[config.mk]
export PLATFORM = sky130hd
export DESIGN_NAME = combat_round_ctrl
export DESIGN_NICKNAME = d
export VERILOG_FILES = /design/src/rtl/combat_round_ctrl.sv
export SDC_FILE = /design/constraint.sdc
export NUM_CORES = 1
export LEC_CHECK = 0
export CAP_MARGIN = 20
export CORE_MARGIN = 2
export CORE_UTILIZATION = 40
export DETAILED_ROUTE_END_ITERATION = 10
export GPL_ROUTABILITY_DRIVEN = 0
export GPL_TIMING_DRIVEN = 1
export PLACE_DENSITY_LB_ADDON = 0.3
export SYNTH_ARGS = -nofsm -noshare
export SYNTH_HDL_FRONTEND = slang
export SYNTH_SLANG_ARGS = --single-unit
[constraint.sdc]
create_clock -name clk -period 3.35 [get_ports clk]
set_input_delay 0.335 -clock clk [delete_from_list [all_inputs] [get_ports clk]]
set_output_delay 0.335 -clock clk [all_outputs]
set_load 0.02 [all_outputs]
[src/rtl/combat_round_ctrl.sv]
// combat_round_ctrl
//   Per-frame combat scheduler for two players. It derives the hitbox and
//   hurtbox rectangles from each sprite origin and facing, resolves hits with
//   a two-stage pipeline, and owns health, hitstun and the round sequence
//   COUNTDOWN -> FIGHT -> KO -> COUNTDOWN.
//
// Ports
//   clk, reset            pixel clock, asynchronous active-high reset
//   SCEN                  one-clk frame strobe; the timer and hitstun advance only on it
//   pN_pos_x/pN_pos_y     sprite origin (10-bit, unsigned)
//   pN_facing             1 = facing right
//   pN_attack_active      whole attack animation window (clears the hit-latch when low)
//   pN_attack_damage      damaging sub-window of the attack
//   pN_health             current health
//   pN_hitstun            hitstun counter is non-zero
//   pN_hit_pulse          one-clk pulse when this player takes damage
//   pN_enable             move/attack enable (FIGHT and not in hitstun), registered
//   round_state           0 COUNTDOWN, 1 FIGHT, 2 KO (also serves as FSM debug view)
//   winner                00 none, 01 P1, 10 P2, 11 double KO; valid in KO
//
// Timing: SCEN at clk edge E0 latches the raw overlaps (stage 1); edge E1
// applies qualified damage (stage 2); edge E2 sees the new health and can
// enter KO. SCEN may arrive again while stage 2 is pending.
module combat_round_ctrl #(
    parameter int HP_MAX         = 100,
    parameter int DMG            = 10,
    parameter int HITSTUN_FRAMES = 12,
    parameter int READY_FRAMES   = 60,
    parameter int KO_FRAMES      = 120,
    parameter int HITBOX_W       = 40,
    parameter int HITBOX_H       = 80,
    parameter int HURTBOX_W      = 40,
    parameter int HURTBOX_H      = 45
) (
    input  logic       clk,
    input  logic       reset,
    input  logic       SCEN,
    input  logic [9:0] p1_pos_x,
    input  logic [9:0] p2_pos_x,
    input  logic [9:0] p1_pos_y,
    input  logic [9:0] p2_pos_y,
    input  logic       p1_facing,
    input  logic       p2_facing,
    input  logic       p1_attack_active,
    input  logic       p2_attack_active,
    input  logic       p1_attack_damage,
    input  logic       p2_attack_damage,
    output logic [7:0] p1_health,
    output logic [7:0] p2_health,
    output logic       p1_hitstun,
    output logic       p2_hitstun,
    output logic       p1_hit_pulse,
    output logic       p2_hit_pulse,
    output logic       p1_enable,
    output logic       p2_enable,
    output logic [1:0] round_state,
    output logic [1:0] winner
);

    typedef enum logic [1:0] {
        ST_COUNTDOWN = 2'd0,
        ST_FIGHT     = 2'd1,
        ST_KO        = 2'd2
    } state_t;

    localparam logic signed [10:0] C_HB_W     = 11'(HITBOX_W);
    localparam logic signed [10:0] C_HB_H     = 11'(HITBOX_H);
    localparam logic signed [10:0] C_HU_W     = 11'(HURTBOX_W);
    localparam logic signed [10:0] C_HU_H     = 11'(HURTBOX_H);
    localparam logic signed [10:0] C_HB_OFF_L = 11'(35 - HITBOX_W);
    localparam logic [7:0]         C_HP       = 8'(HP_MAX);
    localparam logic [7:0]         C_DMG      = 8'(DMG);
    localparam logic [7:0]         C_STUN     = 8'(HITSTUN_FRAMES);
    localparam logic [7:0]         C_READY    = 8'(READY_FRAMES);
    localparam logic [7:0]         C_KO       = 8'(KO_FRAMES);

    state_t     r_state;
    logic [7:0] r_timer;
    logic [7:0] r_hp1, r_hp2;
    logic [7:0] r_stun1, r_stun2;
    logic       r_latch1, r_latch2;
    logic       r_hit12, r_hit21;
    logic       r_s2;
    logic       r_pulse1, r_pulse2;
    logic       r_en1, r_en2;
    logic [1:0] r_winner;

    // Geometry in 11-bit signed so boxes hanging off the left/top edge compare correctly.
    logic signed [10:0] w_p1_x, w_p1_y, w_p2_x, w_p2_y;
    logic signed [10:0] w_hb1_x0, w_hb1_y0, w_hb2_x0, w_hb2_y0;
    logic signed [10:0] w_hu1_x0, w_hu1_y0, w_hu2_x0, w_hu2_y0;
    logic               w_ov12, w_ov21;
    logic               w_q12, w_q21;

    always_comb begin
        w_p1_x   = signed'({1'b0, p1_pos_x});
        w_p1_y   = signed'({1'b0, p1_pos_y});
        w_p2_x   = signed'({1'b0, p2_pos_x});
        w_p2_y   = signed'({1'b0, p2_pos_y});
        w_hb1_x0 = p1_facing ? w_p1_x + 11'sd85 : w_p1_x + C_HB_OFF_L;
        w_hb2_x0 = p2_facing ? w_p2_x + 11'sd85 : w_p2_x + C_HB_OFF_L;
        w_hb1_y0 = w_p1_y - 11'sd5;
        w_hb2_y0 = w_p2_y - 11'sd5;
        w_hu1_x0 = w_p1_x + 11'sd40;
        w_hu2_x0 = w_p2_x + 11'sd40;
        w_hu1_y0 = w_p1_y + 11'sd53;
        w_hu2_y0 = w_p2_y + 11'sd53;
        // Half-open rectangle overlap: touching edges do not count.
        w_ov12 = (w_hb1_x0 < w_hu2_x0 + C_HU_W) && (w_hu2_x0 < w_hb1_x0 + C_HB_W) &&
                 (w_hb1_y0 < w_hu2_y0 + C_HU_H) && (w_hu2_y0 < w_hb1_y0 + C_HB_H);
        w_ov21 = (w_hb2_x0 < w_hu1_x0 + C_HU_W) && (w_hu1_x0 < w_hb2_x0 + C_HB_W) &&
                 (w_hb2_y0 < w_hu1_y0 + C_HU_H) && (w_hu1_y0 < w_hb2_y0 + C_HB_H);
        // Both directions qualify from the same register snapshot so a trade lands both hits.
        w_q12 = r_s2 && r_hit12 && (r_state == ST_FIGHT) && !r_latch1 &&
                (r_stun1 == 8'd0) && (r_stun2 == 8'd0);
        w_q21 = r_s2 && r_hit21 && (r_state == ST_FIGHT) && !r_latch2 &&
                (r_stun2 == 8'd0) && (r_stun1 == 8'd0);
    end

    function automatic logic [7:0] sat_sub(input logic [7:0] hp);
        return (hp <= C_DMG) ? 8'd0 : hp - C_DMG;
    endfunction

    always_ff @(posedge clk or posedge reset) begin
        if (reset) begin
            r_state  <= ST_COUNTDOWN;
            r_timer  <= C_READY;
            r_hp1    <= C_HP;
            r_hp2    <= C_HP;
            r_stun1  <= 8'd0;
            r_stun2  <= 8'd0;
            r_latch1 <= 1'b0;
            r_latch2 <= 1'b0;
            r_hit12  <= 1'b0;
            r_hit21  <= 1'b0;
            r_s2     <= 1'b0;
            r_pulse1 <= 1'b0;
            r_pulse2 <= 1'b0;
            r_en1    <= 1'b0;
            r_en2    <= 1'b0;
            r_winner <= 2'b00;
        end else begin
            r_pulse1 <= 1'b0;
            r_pulse2 <= 1'b0;
            r_s2     <= SCEN;
            // Stage 1: capture raw hit candidates for this frame.
            if (SCEN) begin
                r_hit12 <= w_ov12 && p1_attack_damage;
                r_hit21 <= w_ov21 && p2_attack_damage;
            end
            if (SCEN && r_stun1 != 8'd0) r_stun1 <= r_stun1 - 8'd1;
            if (SCEN && r_stun2 != 8'd0) r_stun2 <= r_stun2 - 8'd1;
            if (SCEN && !p1_attack_active) r_latch1 <= 1'b0;
            if (SCEN && !p2_attack_active) r_latch2 <= 1'b0;
            // Stage 2: a landed hit overrides the same-clk decrement / latch clear.
            if (w_q12) begin
                r_hp2    <= sat_sub(r_hp2);
                r_stun2  <= C_STUN;
                r_pulse2 <= 1'b1;
                r_latch1 <= 1'b1;
            end
            if (w_q21) begin
                r_hp1    <= sat_sub(r_hp1);
                r_stun1  <= C_STUN;
                r_pulse1 <= 1'b1;
                r_latch2 <= 1'b1;
            end
            r_en1 <= (r_state == ST_FIGHT) && (r_stun1 == 8'd0);
            r_en2 <= (r_state == ST_FIGHT) && (r_stun2 == 8'd0);
            case (r_state)
                ST_COUNTDOWN: begin
                    if (SCEN) begin
                        if (r_timer == 8'd0) r_state <= ST_FIGHT;
                        else                 r_timer <= r_timer - 8'd1;
                    end
                end
                ST_FIGHT: begin
                    if (r_hp1 == 8'd0 || r_hp2 == 8'd0) begin
                        r_state  <= ST_KO;
                        r_timer  <= C_KO;
                        r_winner <= {r_hp1 == 8'd0, r_hp2 == 8'd0};
                    end
                end
                ST_KO: begin
                    if (SCEN) begin
                        if (r_timer == 8'd0) begin
                            r_state  <= ST_COUNTDOWN;
                            r_timer  <= C_READY;
                            r_hp1    <= C_HP;
                            r_hp2    <= C_HP;
                            r_stun1  <= 8'd0;
                            r_stun2  <= 8'd0;
                            r_latch1 <= 1'b0;
                            r_latch2 <= 1'b0;
                            r_winner <= 2'b00;
                        end else begin
                            r_timer <= r_timer - 8'd1;
                        end
                    end
                end
                default: r_state <= ST_COUNTDOWN;
            endcase
        end
    end

    assign p1_health    = r_hp1;
    assign p2_health    = r_hp2;
    assign p1_hitstun   = (r_stun1 != 8'd0);
    assign p2_hitstun   = (r_stun2 != 8'd0);
    assign p1_hit_pulse = r_pulse1;
    assign p2_hit_pulse = r_pulse2;
    assign p1_enable    = r_en1;
    assign p2_enable    = r_en2;
    assign round_state  = r_state;
    assign winner       = r_winner;

endmodule

After elaboration in Yosys (flattened, before gate mapping)
Cells that the tools add are included.
{ "totals": {"register_bits": 53, "input_bits": 49} }
{ "classes": {"n_addsub": 23, "order_cmp": 10, "eq_ne": 8, "mux": 48, "n_reduce_logical": 42} }
{ "op_table": {"columns": ["op", "count"], "rows": [
  ["8-bit 2-to-1 mux", 25],
  ["11-bit < comparator", 8],
  ["11-bit by 7-bit adder with 11-bit output (second input constant)", 6],
  ["10-bit by 6-bit adder with 11-bit output (second input constant)", 4],
  ["8-bit logical NOT", 5],
  ["1-bit logical AND", 24],
  ["8-bit one-hot mux with 3 select lines", 1],
  ["8-bit by 1-bit subtractor with 8-bit output (second input constant)", 3],
  ["10-bit by 7-bit adder with 11-bit output (second input constant)", 2],
  ["11-bit by 4-bit adder with 11-bit output (second input constant)", 2],
  ["11-bit by 8-bit adder with 11-bit output (second input constant)", 2],
  ["11-bit 2-to-1 mux", 2],
  ["10-bit by 3-bit subtractor with 11-bit output (second input constant)", 2],
  ["8-bit by 4-bit less-or-equal comparator with 1-bit output (second input constant)", 2],
  ["8-bit nonzero test", 2],
  ["8-bit by 4-bit subtractor with 8-bit output (second input constant)", 2],
  ["1-bit 2-to-1 mux", 12],
  ["2-bit 2-to-1 mux", 6],
  ["2-bit inequality test (second input constant)", 5],
  ["5-bit AND reduction", 2],
  ["2-bit one-hot mux with 3 select lines", 1],
  ["1-bit logical NOT", 4],
  ["2-bit one-hot mux with 2 select lines", 1],
  ["4-bit AND reduction", 1],
  ["other kinds (7)", 7]
]} }

Depth between registers and ports, before layout
Gate-level depths: netlist of run 1.
{ "logic_depth": {"ltp_word": 9, "depth_mapped": 18} }

Worst setup path after synthesis of run 1
No wires, ideal clock.
{ "synth_path": {"path_kind": "in2reg", "from": "input port p1_pos_y[0]", "to": "register r_hit12", "setup_ps": 78, "arrival_ps": 3107, "path_slack_ps": 165, "cell_stages": 18, "path_buffers": 1, "path_cell_list": "clkbuf_1 > inv_1 > ha_1 > o21a_1 > xnor2_1 > inv_1 > ha_1 > o21ai_0 > nor3_1 > xnor2_1 > ha_1 > nand2_1 > o21ai_0 > mux2i_1 > nand4_1 > a311oi_1 > o311ai_0 > o2bb2ai_1"} }
{ "synth_between": {"elab_chain_cells": 5} }
{ "synth_lines": {"columns": ["element", "line", "source"], "rows": [
  ["start, declared", "40", "input logic [9:0] p1_pos_y,"],
  ["10-bit by 3-bit subtractor with 11-bit output (*)", "102", "w_hb1_y0 = w_p1_y - 11'sd5;"],
  ["11-bit by 8-bit adder with 11-bit output / 11-bit < comparator (equally long branches)", "110", "(w_hb1_y0 < w_hu2_y0 + C_HU_H) && (w_hu2_y0 < w_hb1_y0 + C_HB_H);"],
  ["11-bit < comparator / 1-bit logical AND (equally long branches)", "110, 109", null],
  ["1-bit logical AND (*)", "110", null],
  ["1-bit logical AND (*)", "148", "r_hit12 <= w_ov12 && p1_attack_damage;"],
  ["end signal, assigned", "148", null],
  ["end, declared", "82", "logic r_hit12, r_hit21;"]
]} }
Every way passes the cells marked *; elsewhere a longest branch is shown, timed or not.
A chain may end at the register's enable or synchronous reset.

Worst setup path after layout of run 1
{ "layout_path": {"from": "input port p1_pos_x[3]", "to": "register r_hit12"} }
{ "layout_between": {"elab_chain_cells": 8} }
{ "layout_lines": {"columns": ["element", "line", "source"], "rows": [
  ["start, declared", "38", "input logic [9:0] p1_pos_x,"],
  ["11-bit by 4-bit adder with 11-bit output / 10-bit by 7-bit adder with 11-bit output (equally long branches)", "100", "w_hb1_x0 = p1_facing ? w_p1_x + 11'sd85 : w_p1_x + C_HB_OFF_L;"],
  ["11-bit 2-to-1 mux (*)", "100", null],
  ["11-bit by 7-bit adder with 11-bit output", "109", "w_ov12 = (w_hb1_x0 < w_hu2_x0 + C_HU_W) && (w_hu2_x0 < w_hb1_x0 + C_HB_W) &&"],
  ["11-bit < comparator", "109", null],
  ["1-bit logical AND (*) (2 in a row)", "109", null],
  ["1-bit logical AND (*)", "110", null],
  ["1-bit logical AND (*)", "148", null]
]} }
Marks and branches as above.

==> results.rst, run 1 <==
.. list-table::
   :header-rows: 1

   * - Metric
     - Value
   * - CTS tree
     - yes
   * - Antenna Nets Post-Route
     - 0
   * - H-Tree Depth
     - 2
   * - Syn Std Cell Area
     - 0.00719 mm²
   * - Worst setup path startpoint
     - p1_pos_x[3]
   * - Area of the core region
     - 0.0178 mm²
   * - Starting Density
     - 40.4%
   * - CTS max path bufs
     - 2
   * - Number of synthesis warnings
     - 0
   * - Xor/xnor cell area share of the yosys netlist
     - 14.7%
   * - Number of antenna repair diodes
     - 0
   * - Post-detail-place hpwl
     - 15100 µm
   * - Critical path data arrival time
     - 3.37 ns
   * - Sequential fraction of the synthesis area
     - 18.6%
   * - Area after detailed placement
     - 0.00946 mm²
   * - Number of nets in the finished design
     - 1319
   * - CP Max Fanout
     - 6
   * - Number of setup violations in the final report
     - 0
   * - Final instance area
     - 0.0100 mm²
   * - Maximum number of pins on one net before global-route repair
     - 30
   * - Worst slew pin tran
     - 0.664 ns
   * - Seq cells post-synth
     - 53
   * - Post-synthesis instance total
     - 909
   * - Setup slack after layout
     - 0.191 ns
   * - Fmax
     - 0.317 GHz
   * - Number of synthesized flops with an enable pin
     - 0
   * - Leftover overflow at the end of global routing
     - 0
   * - Routed via count
     - 6993
   * - Total instance count after detailed placement
     - 1363
   * - # port buffers
     - 74
   * - Post-Route Skew
     - 0.00867 ns
   * - Final routed wire length divided by cell count
     - 13.2 µm
   * - Worst r2r src
     - r_stun1[3]
   * - Simple-gate share of the synthesized area
     - 19.1%
   * - Standard-cell rows
     - 49
   * - Clock root cell
     - clkbuf_16
   * - TritonRoute pass-1 iters
     - 6
   * - Io pins
     - 75
   * - Wire length of the first global-routing pass
     - 31100 µm
   * - Final max-slew violation count
     - 0
   * - Main combinational cell family by area after synthesis
     - adder cells
   * - Full die area
     - 0.0191 mm²
   * - CTS sink count
     - 53
   * - Number of filler cells placed in the layout
     - 1660
   * - Share of the synthesized area in compound gates (AO/OA/AOI/OAI)
     - 18.8%
   * - Status
     - finished, final reports clean
   * - Antenna violations before repair
     - 0
   * - Worst-skew pair later-pin latency
     - 0.29 ns
   * - Area used by multi-input combinational logic
     - 0.00572 mm²
   * - Critical setup path kind
     - in2reg
   * - Final std cells w/o fill
     - 1377
   * - Layout cell share with drive strength beyond 1
     - 24.3%
   * - Clock-pin slew reported for the worst setup and hold paths after clock tree synthesis
     - 0.07 ns
   * - Synth-to-layout area growth
     - 39.6%
   * - Number of hold-repair buffers added at the cts stage
     - 0
   * - Worst min-delay path category
     - in2async
   * - Global routing usage summed across all routing layers
     - 18.8%
   * - Wire length after detailed routing
     - 18100 µm
   * - Pre-CTS worst setup slack
     - -0.480 ns
   * - Number of nets produced by synthesis
     - 1081
   * - Startpoint type of the worst setup path
     - input port
   * - Leak
     - 0.00485 µW
   * - Distinct cell type count after synthesis
     - 60
   * - Post-route clock period utilization
     - 94.3%
   * - Vertical die dimension
     - 138 µm
   * - CP Data Required Time
     - 3.57 ns
   * - Via count of the first global-routing pass
     - 6786
   * - Slew HR
     - 55.3%
   * - Fraction of registers with async set/reset
     - 100%
   * - Number of buffers added by the clock tree synthesis step
     - 5
   * - Pwr Density
     - 411 mW/mm²
   * - Peak supply drop
     - 0.357 mV
   * - Number of remaining DRC errors
     - 0
   * - Type of element capturing the critical path
     - register
   * - DRC marker count from the first detailed-route iteration
     - 265
   * - Share of cell area taken by muxes after synthesis
     - 1.27%
   * - Horizontal die dimension
     - 138 µm
   * - Maximum capacitance violations
     - 0
   * - Tmin final
     - 3.16 ns
   * - Combined flip-flop and latch cell area
     - 0.00134 mm²
   * - Synthesized area divided by synthesized cell count
     - 7.90 µm²
   * - Number of vias per cell
     - 5.08
   * - Post-synthesis share of cell area spent on full adders, half adders and majority gates
     - 21.4%
   * - Final Hold Violating Endpoints
     - 0
   * - Worst hold slack across all endpoints
     - 0.433 ns
   * - Ys flop type
     - dfrtp_1
per-layer routing:
metal,GRT usage [%],vias to the layer above,wire [µm]
li1,-,3653,-
met1,26.4,3244,9040
met2,32.2,85,8550
met3,1.80,11,388
met4,2.58,0,145
met5,0,-,0
power breakdown:
group / leakage [µW] / internal [µW] / switching (µW)
logic: 0.00411 / 1200 / 1290
registers: 0.000661 / 854 / 194
clock network: 0.0000842 / 354 / 241
what timing repair did:
action,CTS,global route
buffers inserted,1,5
endpoints found under the setup margin,2,2
gates resized for setup,11,81
pin swaps,1,22
logic make-up (layout without fill, tap and decap cells):
family | Yosys count | after routing
AO/OA/AOI/OAI | 223 | 223
XOR/XNOR | 121 | 121
adder cells (fa/ha/maj) | 123 | 123
buffers and inverters | 114 | 353
flip-flops | 53 | 53
multiplexers | 9 | 9
AND/OR/NAND/NOR | 266 | 266
layout by cell type (no fill, tap or decap), drive strengths merged, types with 10 or more instances in the layout:
cell type,synthesis,final
nor2b,16,16
xor2,42,42
nand2,50,50
ha,123,123
nand3b,10,10
a21o,16,16
clkdlybuf4s50,0,59
nand3,28,28
inv,80,81
or3,10,10
nor2,77,77
nor3,25,25
dlymetal6s2s,0,13
a21oi,72,72
dfstp,10,10
buf,3,191
xnor2,79,79
dfrtp,43,43
o21ai,64,64
metrics by stage:
stage	total power, µW	TNS [ns]	utilization, %
finish	4130	0	56.4
floorplan	2610	0	-
detailed placement	3450	-0.913	53.2
global placement	3390	-0.720	53.2
CTS	4080	-0.00657	54.4
global route	4540	-0.0468	56.4
cell usage after synthesis (24+ instances only):
| cell type | instances | area (µm²) |
|---|---|---|
| a21oi_1 | 72 | 360 |
| clkbuf_1 | 31 | 116 |
| dfrtp_1 | 43 | 1080 |
| ha_1 | 123 | 1540 |
| inv_1 | 80 | 300 |
| nand2_1 | 50 | 188 |
| nand3_1 | 28 | 140 |
| nor2_1 | 77 | 289 |
| nor3_1 | 24 | 120 |
| o21ai_0 | 64 | 320 |
| xnor2_1 | 79 | 692 |
| xor2_1 | 42 | 368 |
final timing paths:
kind                                      to  slack [ns]  cells after the start
worst max-delay path                 r_hit12        0.19                     17
min in group clk                  r_timer[7]        0.49                      1
max in group asynchronous         r_timer[2]        2.22                      3
worst min-delay path              r_stun2[4]        0.43                      2
worst max register to register  p1_health[6]        0.55                      7
worst min register to register    r_timer[7]        0.49                      1
critical path, cell delays in order:
cell and delay (ns):
clkdlybuf4s50_1 0.42, buf_4 0.17, ha_1 0.18, o21ai_0 0.25, a2bb2oi_2 0.21, xnor2_2 0.17
a31oi_1 0.11, nor2b_1 0.19, nand2_1 0.09, xor2_1 0.15, ha_1 0.28, nor2b_1 0.13
o21ai_0 0.16, nand3_1 0.11, o22ai_2 0.12, o311ai_1 0.13, o2bb2ai_1 0.16
sequential cells by signal, indices dropped and copies added, names as in the netlist, 2 cells and up:
register	flops
p1_health	8
p2_health	8
r_stun1	8
r_stun2	8
r_timer	8
round_state	2
winner	2
cell type report:
class	count	share of cell area, %
sequential	53	13.3
inverter	80	2.99
multi-input combinational	742	57.1
timing repair buffer	265	22.1
clock inverter	3	0.437
clock buffer	5	1.25
tap	229	2.86
Power figures use the tool's default switching activity.
==> inputs of run 2 (changes only) <==
--- a/config.mk
+++ b/config.mk
@@ -9,9 +9,8 @@
 export CORE_MARGIN = 2
 export CORE_UTILIZATION = 40
 export DETAILED_ROUTE_END_ITERATION = 10
-export GPL_ROUTABILITY_DRIVEN = 0
 export GPL_TIMING_DRIVEN = 1
-export PLACE_DENSITY_LB_ADDON = 0.3
+export PLACE_DENSITY = 0.71
 export SYNTH_ARGS = -nofsm -noshare
 export SYNTH_HDL_FRONTEND = slang
 export SYNTH_SLANG_ARGS = --single-unit
==> run 2 against run 1 <==
Compared with the run above:
- sequential cell count stayed put
- hold slack got worse by 0.14 ns
- design area down 1.0%
- clock skew is 0.0034 ns lower
- sequential power barely moved
- sequential share of layout area up 0.14 points
- combinational power about the same
- global-route usage is 0.062 points higher
- maximum frequency barely moved
- total power up 0.34%
- register-to-register slack worse by 0.12 ns
- largest cell class unchanged
- highest routed layer unchanged
==> results.rst, run 2 (synthesis results as in run 1) <==
.. list-table::
   :header-rows: 1

   * - Metric
     - Value
   * - Final weighted congestion in routability-driven placement
     - 0.888
   * - Register-to-Register Setup Slack
     - 0.43 ns (was 0.55 ns)
   * - Startpoint type of the worst setup path
     - input port (unchanged)
   * - Leftover overflow at the end of global routing
     - 0 (unchanged)
   * - Standard-cell rows
     - 49 (unchanged)
   * - GR Layer Usage met3
     - 1.87% (was 1.80%)
   * - # port buffers
     - 74 (unchanged)
   * - Number of filler cells placed in the layout
     - 1639 (was 1660)
   * - Layout cell share with drive strength beyond 1
     - 23.1% (was 24.3%)
   * - Post-detail-place hpwl
     - 15100 µm (about the same)
   * - Number of remaining DRC errors
     - 0 (unchanged)
   * - Post-Route Skew
     - 0.00532 ns (was 0.00867 ns)
   * - Met2 capacity usage during global routing
     - 33.1% (was 32.2%)
   * - Worst hold slack across all endpoints
     - 0.290 ns (was 0.433 ns)
   * - Combined flip-flop and latch cell area
     - 0.00134 mm² (unchanged)
   * - Area after detailed placement
     - 0.00943 mm² (was 0.00946 mm²)
   * - H-Tree Depth
     - 2 (unchanged)
   * - Global routing usage summed across all routing layers
     - 18.8% (about the same)
   * - Total power of the final layout
     - 4140 µW (was 4130 µW)
   * - DRC marker count from the first detailed-route iteration
     - 356 (was 265)
   * - TritonRoute pass-1 iters
     - 5 (was 6)
   * - Slew HR
     - 59.3% (was 55.3%)
   * - Wire length of the first global-routing pass
     - 31300 µm (was 31100 µm)
   * - Final std cells w/o fill
     - 1371 (was 1377)
   * - Post-route clock period utilization
     - 94.4% (was 94.3%)
   * - Full die area
     - 0.0191 mm² (unchanged)
   * - Final instance area
     - 0.00993 mm² (was 0.0100 mm²)
   * - Clock-pin slew reported for the worst setup and hold paths after clock tree synthesis
     - 0.06 ns (was 0.07 ns)
   * - Maximum capacitance violations
     - 0 (unchanged)
   * - Number of hold-repair buffers added at the cts stage
     - 0 (unchanged)
   * - Area of the core region
     - 0.0178 mm² (unchanged)
   * - Met1 track utilization from global routing
     - 25.3% (was 26.4%)
   * - Critical path data arrival time
     - 3.38 ns (was 3.37 ns)
   * - Antenna Nets Post-Route
     - 0 (unchanged)
   * - Wire length after detailed routing
     - 18400 µm (was 18100 µm)
   * - Leak
     - 0.00478 µW (was 0.00485 µW)
   * - Number of setup violations in the final report
     - 0 (unchanged)
   * - Final Hold Violating Endpoints
     - 0 (unchanged)
   * - Via count of the first global-routing pass
     - 6931 (was 6786)
   * - Io pins
     - 75 (unchanged)
   * - Worst r2r src
     - r_stun2[3] (was r_stun1[3])
   * - Peak supply drop
     - 0.342 mV (was 0.357 mV)
   * - Maximum number of pins on one net before global-route repair
     - 54 (was 30)
   * - Worst slew pin tran
     - 0.605 ns (was 0.664 ns)
   * - Clock root cell
     - clkbuf_16 (unchanged)
   * - Number of antenna repair diodes
     - 0 (unchanged)
   * - Number of buffers added by the clock tree synthesis step
     - 5 (unchanged)
   * - Pwr Density
     - 417 mW/mm² (was 411 mW/mm²)
   * - Critical setup path kind
     - in2reg (unchanged)
   * - Most common library cell in the layout ignoring fill and taps
     - buf_4 (unchanged)
   * - Worst-skew pair later-pin latency
     - 0.29 ns (about the same)
   * - Number of vias per cell
     - 5.14 (was 5.08)
   * - CTS tree
     - yes (unchanged)
   * - Fmax
     - 0.316 GHz (was 0.317 GHz)
   * - Type of element capturing the critical path
     - register (unchanged)
   * - Number of cells traversed by the worst register-to-register path
     - 7 (unchanged)
   * - Status
     - finished, final reports clean (unchanged)
   * - Routed via count
     - 7052 (was 6993)
   * - Antenna violations before repair
     - 0 (unchanged)
   * - Setup TNS after final layout
     - 0 ns (unchanged)
   * - Number of nets in the finished design
     - 1313 (was 1319)
   * - Final routed wire length divided by cell count
     - 13.4 µm (was 13.2 µm)
   * - CTS sink count
     - 53 (unchanged)
   * - Critical register-to-register path endpoint
     - p1_health[6] (unchanged)
   * - Tmin final
     - 3.16 ns (about the same)
   * - Worst min-delay path category
     - in2async (unchanged)
   * - Grt peak-use layer
     - met2 (unchanged)
   * - CTS max path bufs
     - 2 (unchanged)
   * - Commonest non-fill, non-tap cells in the layout
     - 183 x buf_4, 119 x ha_1, 75 x inv_1, 72 x nor2_1, 69 x xnor2_1 (was 189 x buf_4, 121 x ha_1, 76 x inv_1, 72 x nor2_1, 65 x xnor2_1)
   * - CP Max Fanout
     - 6 (unchanged)
   * - Horizontal die dimension
     - 138 µm (unchanged)
   * - Total instance count after detailed placement
     - 1358 (was 1363)
   * - Final max-slew violation count
     - 0 (unchanged)
   * - CP Data Required Time
     - 3.57 ns (about the same)
   * - Synth-to-layout area growth
     - 38.2% (was 39.6%)
   * - Area used by multi-input combinational logic
     - 0.00566 mm² (was 0.00572 mm²)
   * - Starting Density
     - 40.4% (unchanged)
   * - Vertical die dimension
     - 138 µm (unchanged)
[run 2: cell types whose count changed in the layout (fill, tap and decap cells not counted), sizes merged]
cell	delta
buf	-6
clkdlybuf4s50	+3
clkbuf	+2
dlymetal6s2s	-2
clkinv	-1
dlygate4sd2	-1
inv	-1
[run 2: how the worst max path moves through the flow]
stage | from | endpoint | slack (ns) | cells past startpoint
after floorplan | p1_pos_y[0] | r_hit12 | 0.17 | 18
after global placement | p1_pos_x[0] | r_hit12 | -0.29 | 18
after detailed placement | p1_pos_y[1] | r_hit12 | -0.52 | 18
after CTS | p2_pos_x[4] | r_hit21 | 0.004 | 17
after global routing | p1_pos_y[3] | r_hit21 | -0.02 | 17
final | p1_pos_y[3] | r_hit12 | 0.19 | 15
[run 2: repair_timing]
action	CTS	global route
resized for setup	8	79
buffers inserted	0	4
setup endpoints to repair	2	2
pin swaps	0	22
[run 2: where the power goes]
part	total, µW	switching [µW]	leakage, µW	internal (µW)
Combinational	2490	1300	0.00403	1190
Clock	601	228	0.0000841	374
Sequential	1050	195	0.000661	854
[run 2: layer usage]
metal	vias to the layer above	part of all wire, %
met5	-	0
met3	15	2.3
met4	0	1.1
met1	3281	48
li1	3645	-
met2	111	49
[run 2: area by class of cell]
type	instances	share of cell area [%]
clock buffers	7	1.44
clock inverters	1	0.302
inverters	80	3.02
multi-input cells	742	57.0
flip-flops and latches	53	13.5
well taps	229	2.89
repair buffers	259	21.8
[run 2: critical path, stage by stage]
cell	delay, ns
clkdlybuf4s50_1	0.51
inv_1	0.12
buf_4	0.16
o211ai_1	0.13
nor3_1	0.11
xnor2_1	0.37
buf_4	0.20
inv_1	0.04
ha_1	0.30
a21o_1	0.19
a211oi_1	0.22
mux2i_1	0.12
a311oi_2	0.27
o311ai_1	0.15
o2bb2ai_1	0.15
[run 2: metrics by stage]
stage / utilization, % / setup slack (ns)
floorplan: - / 0.165
global placement: 53.0 / -0.294
detailed placement: 53.0 / -0.520
CTS: 54.1 / 0.00448
global route: 55.8 / -0.0167
finish: 55.8 / 0.188
